==> src/rtl/mikro_defs.sv <==
// Constants shared by instruction_fetch and instruction_decoder: instruction width,
// the NOP/HALT codes and the fetch sequencer state encoding.
package mikro_defs;

    localparam int INSTR_WIDTH = 6;

    // Both codes have instruction[5:2] >= 8, which the decoder executes as a no-op.
    localparam logic [INSTR_WIDTH-1:0] NOP  = 6'b100000;
    localparam logic [INSTR_WIDTH-1:0] HALT = 6'b111111;

    typedef enum logic [1:0] {
        IDLE   = 2'd0,
        PRIME  = 2'd1,
        ISSUE  = 2'd2,
        HALTED = 2'd3
    } fetch_state_t;

endpackage

==> src/rtl/instruction_fetch_program_counter.sv <==
// Program counter: synchronous load-zero on clear, increment with wrap, async reset.
// Also exposes the wrapped successor address for back-to-back ROM reads.
module program_counter #(
    parameter int PC_WIDTH = 4
) (
    input  logic                clk,
    input  logic                rst_n,
    input  logic                clear,
    input  logic                inc,
    output logic [PC_WIDTH-1:0] pc,
    output logic [PC_WIDTH-1:0] pc_plus1
);

    assign pc_plus1 = pc + {{(PC_WIDTH-1){1'b0}}, 1'b1};

    always_ff @(posedge clk or negedge rst_n) begin
        if (!rst_n) begin
            pc <= '0;
        end else if (clear) begin
            pc <= '0;
        end else if (inc) begin
            pc <= pc_plus1;
        end
    end

endmodule

==> src/rtl/instruction_fetch.sv <==
// Program sequencer: reads a 1-cycle-latency ROM at the PC and issues one
// instruction per clock while running, single-steps on request, stops on HALT.
module instruction_fetch
    import mikro_defs::*;
#(
    parameter int PC_WIDTH    = 4,
    parameter int INSTR_WIDTH = mikro_defs::INSTR_WIDTH
) (
    input  logic                   clk,
    input  logic                   rst_n,
    input  logic                   run,
    input  logic                   step,
    input  logic                   clear,
    output logic                   mem_rd_en,
    output logic [PC_WIDTH-1:0]    mem_addr,
    input  logic [INSTR_WIDTH-1:0] mem_rdata,
    output logic [INSTR_WIDTH-1:0] instruction,
    output logic                   instr_valid,
    output logic [PC_WIDTH-1:0]    pc,
    output logic                   halted
);

    fetch_state_t          state, state_next;
    logic                  step_mode, step_mode_next;
    logic                  rd_en, inc;
    logic [PC_WIDTH-1:0]   rd_addr, addr_q, pc_plus1;

    program_counter #(
        .PC_WIDTH(PC_WIDTH)
    ) u_program_counter (
        .clk      (clk),
        .rst_n    (rst_n),
        .clear    (clear),
        .inc      (inc),
        .pc       (pc),
        .pc_plus1 (pc_plus1)
    );

    always_ff @(posedge clk or negedge rst_n) begin
        if (!rst_n) begin
            state     <= IDLE;
            step_mode <= 1'b0;
            addr_q    <= '0;
        end else begin
            state     <= state_next;
            step_mode <= step_mode_next;
            if (rd_en) begin
                addr_q <= rd_addr;
            end
        end
    end

    always_comb begin
        state_next     = state;
        step_mode_next = step_mode;
        rd_en          = 1'b0;
        rd_addr        = pc;
        inc            = 1'b0;
        instruction    = NOP;
        instr_valid    = 1'b0;
        halted         = 1'b0;

        unique case (state)
            IDLE: begin
                if (run || step) begin
                    state_next     = PRIME;
                    step_mode_next = step & ~run;
                end
            end
            PRIME: begin
                rd_en      = 1'b1;
                rd_addr    = pc;
                state_next = ISSUE;
            end
            ISSUE: begin
                if (mem_rdata == HALT) begin
                    halted     = 1'b1;
                    state_next = HALTED;
                end else begin
                    instruction = mem_rdata;
                    instr_valid = 1'b1;
                    inc         = 1'b1;
                    // Prefetch the successor now so the next word lands without a bubble.
                    if (run && !step_mode) begin
                        rd_en   = 1'b1;
                        rd_addr = pc_plus1;
                    end else begin
                        state_next = IDLE;
                    end
                end
            end
            HALTED: begin
                halted = 1'b1;
            end
            default: begin
                state_next = IDLE;
            end
        endcase

        // Clear overrides everything; suppressing the read discards any in-flight word.
        if (clear) begin
            state_next = IDLE;
            rd_en      = 1'b0;
            inc        = 1'b0;
        end
    end

    assign mem_rd_en = rd_en;
    assign mem_addr  = rd_en ? rd_addr : addr_q;

endmodule

==> config.mk <==
export PLATFORM = sky130hd
export DESIGN_NAME = instruction_fetch
export DESIGN_NICKNAME = d
export VERILOG_FILES = /design/src/rtl/mikro_defs.sv /design/src/rtl/instruction_fetch_program_counter.sv /design/src/rtl/instruction_fetch.sv
export SDC_FILE = /design/constraint.sdc
export NUM_CORES = 1
export LEC_CHECK = 0
export CORE_ASPECT_RATIO = 1.2
export CORE_MARGIN = 2
export CORE_UTILIZATION = 35
export DETAILED_ROUTE_END_ITERATION = 16
export HOLD_SLACK_MARGIN = 0.08
export PLACE_DENSITY_LB_ADDON = 0.25
export SYNTH_ARGS = -nofsm -noshare
export SYNTH_HDL_FRONTEND = slang
export SYNTH_SLANG_ARGS = --single-unit
==> constraint.sdc <==
create_clock -name clk -period 3.93 [get_ports clk]
set_input_delay 0.786 -clock clk [delete_from_list [all_inputs] [get_ports clk]]
set_output_delay 0.786 -clock clk [all_outputs]
set_load 0.1 [all_outputs]
==> impl_metrics.py <==
metrics = {
    "route": {
        "wl_met3_um": 88,
        "ant_nets": 0,
        "top_layer": "met4",
        "dr_total_vias": 666,
        "post-route-drc-count": 0,
        "wl_per_cell_um": 12.6,
        "drtIter0Drc": 3,
        "viasPerCell": 4.90,
        "wl_met1_um": 721,
        "met2_length_um": 854,
        "drt-total-wl_um": 1710,
        "first_pass_iters": 4,
    },
    "outcome": {
        "status": "complete, no violations",
    },
    "setup_path": {
        "crit_start": "mem_rdata[3]",
        "crit_path_end": "mem_addr[1]",
        "reg2reg_from": "state[0]",
        "end_kind": "output port",
        "r2r_end": "addr_q[1]",
        "cpPeakStageDelay_ps": 510,
        "rrSetupSlack_ps": 2010,
        "required_ps": 3140,
        "start_kind": "input pin",
        "path_depth": 6,
        "crit_type": "input pin to output port",
        "ff2ff_path_depth": 6,
        "cp_slowest_cell": "clkdlybuf4s50_1",
        "critical_path.cell_chain": "clkdlybuf4s50_1 -> nand4_4 -> o2111ai_4 -> mux2_2 -> mux2_4 -> buf_12",
        "crit_buf_inv": 2,
        "arrival_ps": 2650,
        "crit_path_max_fanout": 8,
        "crit_family": "buffers and inverters",
    },
    "logic_synthesis": {
        "netlist_instances": 78,
        "synth-edff-count": 0,
        "synth_ff_type": "dfrtp_1",
        "synth_top_area_share_pct": 34.9,
        "yosysSeqAreaShare_pct": 34.9,
        "avgSynthCellArea_um2": 10.1,
        "ys_types": 37,
        "syn_area_um2": 788,
        "synth-seq-cells": 11,
        "postSynth.asyncResetShare_pct": 100,
        "yosysWarnings": 0,
        "syn_nets": 94,
        "synth.area.top_cells": "dfrtp_1 (35%), ha_1 (7.9%), mux2_4 (3.8%)",
        "yosysTopAreaCell": "dfrtp_1",
    },
    "sta": {
        "tightest_slew_ps": 971,
        "setup_tns_ps": 0,
        "rsz0062_at_grt": "false",
        "clock_skew_ps": 6.41,
        "max_freq_mhz": 291,
        "maxSlewViolCount": 0,
        "slew_headroom_pct": 35.0,
        "setup-violations-final": 0,
        "fin_crit_ps": 3430,
        "setup_ws_ps": 497,
        "fin_crit_sh_pct": 87.3,
        "finalHoldViolCount": 0,
    },
    "finish": {
        "nNetsFinal": 123,
        "area_growth_pct": 43.2,
        "mostFrequentLayoutCells": "clkdlybuf4s50_1 (14), dfrtp_1 (11), buf_4 (9)",
        "antenna_cells": 0,
        "final_common_cell": "clkdlybuf4s50_1",
        "drive_above_1_share_pct": 28.3,
    },
    "clock_network": {
        "postCtsHoldBufs": 0,
        "post_cts_buffers": 0,
        "clock_latency_ps": 280,
        "ctsResizeCount": 0,
        "path_clk_slew_ps": 70,
        "cts_buffer_depth": 2,
        "cts-root-buf": "clkbuf_4",
        "cts.sinks": 11,
        "htree_levels": 1,
        "cts_buffers": 3,
        "cts_tree": "done",
    },
    "global_route": {
        "grt_max_degree": 12,
        "grt_first_pass_wirelength_um": 2910,
        "antenna_found_initial": 0,
        "overflow": 0,
        "grt_use_total_pct": 15.4,
        "grt_pass1_vias": 644,
    },
    "pwr": {
        "seqPwrFrac_pct": 25.1,
        "fin_total_pwr_mw": 0.589,
        "power_leakage_nw": 0.502,
        "power.internal_mw": 0.293,
        "combinationalPowerShare_pct": 61.0,
        "swShare_pct": 50.3,
        "p_per_area_mw_per_mm2": 521,
        "peakVddDrop_uv": 705,
        "clockPowerShare_pct": 13.9,
        "switchingPower_mw": 0.296,
    },
    "job": {
        "cap_violations": 0,
    },
    "placement": {
        "pre_cts_ws_ps": 500,
        "gp_congestion": 0.757,
        "port_buffers": 27,
        "hpwl_um": 1380,
    },
    "die": {
        "die_y_um": 56.0,
        "io-pin-count": 28,
        "row_count": 18,
        "start_util_pct": 37.6,
        "die_width_um": 47.3,
        "core_mm2": 0.00209,
        "fp.dieArea_mm2": 0.00265,
    },
    "hold_path": {
        "hold_path_class": "flip-flop to flip-flop",
    },
}
## per-stage QoR
| stage | instances | area, um^2 | utilization, % | hold WS (ps) |
|---|---|---|---|---|
| floorplan | 78 | 793 | - | 490 |
| global placement | 132 | 1100 | 52.6 | 501 |
| detailed placement | 132 | 1100 | 52.6 | 503 |
| CTS | 136 | 1130 | 53.9 | 523 |
| global route | 136 | 1130 | 53.9 | 535 |
| finish | 136 | 1130 | 53.9 | 517 |
## registers in the layout, indices dropped and copies added, names as in the netlist
| name | count |
|---|---|
| step_mode | 1 |
| addr_q | 4 |
| u_program_counter.pc | 4 |
| state | 2 |
## area by class of cell
cell class / count / area (um^2)
multi-input combinational: 58 / 477
fill: 187 / 966
clock buffer: 4 / 26.3
sequential: 11 / 275
tap: 30 / 37.5
timing repair buffer: 27 / 288
inverter: 6 / 25.0
## power by group through the flow
stage / clock network [mW] / registers, mW / logic, mW
after CTS: 0.0853 / 0.149 / 0.362
after detailed placement: 0 / 0.151 / 0.361
after global placement: 0 / 0.150 / 0.357
final: 0.0818 / 0.148 / 0.359
after global routing: 0.0894 / 0.151 / 0.379
after floorplan: 0 / 0.156 / 0.250
## worst min path at each step
stage | start | to | depth (start not counted) | slack [ps]
6_report | addr_q[1] | addr_q[1] | 1 | 520
5_1_grt | addr_q[1] | addr_q[1] | 1 | 540
4_1_cts | addr_q[1] | addr_q[1] | 1 | 520
3_5_place_dp | addr_q[1] | addr_q[1] | 1 | 500
3_3_place_gp | addr_q[2] | addr_q[2] | 1 | 500
2_1_floorplan | rst_n | addr_q[0] | 0 | 490
## cells by family (layout without fill, tap and decap cells)
family,after synthesis,in the layout,synth area share (%)
adder cells (fa/ha/maj),5,5,7.94
multiplexers,5,5,7.78
flip-flops,11,11,34.9
AND/OR/NAND/NOR,26,26,20.5
XOR/XNOR,4,4,4.45
AO/OA/AOI/OAI,18,18,19.2
buffers and inverters,9,37,5.24
## cells in the mapped netlist (2+ instances only)
cell	n
nand2b_1	3
mux2_4	2
ha_1	5
o211ai_1	2
xor2_1	2
nor2_1	7
nand2_1	2
inv_1	5
xnor2_1	2
and2_1	4
a211o_2	2
mux2i_1	2
dfrtp_1	11
a21oi_1	3
o21ai_0	4
## metal layers
layer  vias up  track usage, %
li1        331               -
met1       315            20.2
met3         5            3.90
met4         0            8.33
met2        15            22.2
met5         -               0
Power figures use the tool's default switching activity.
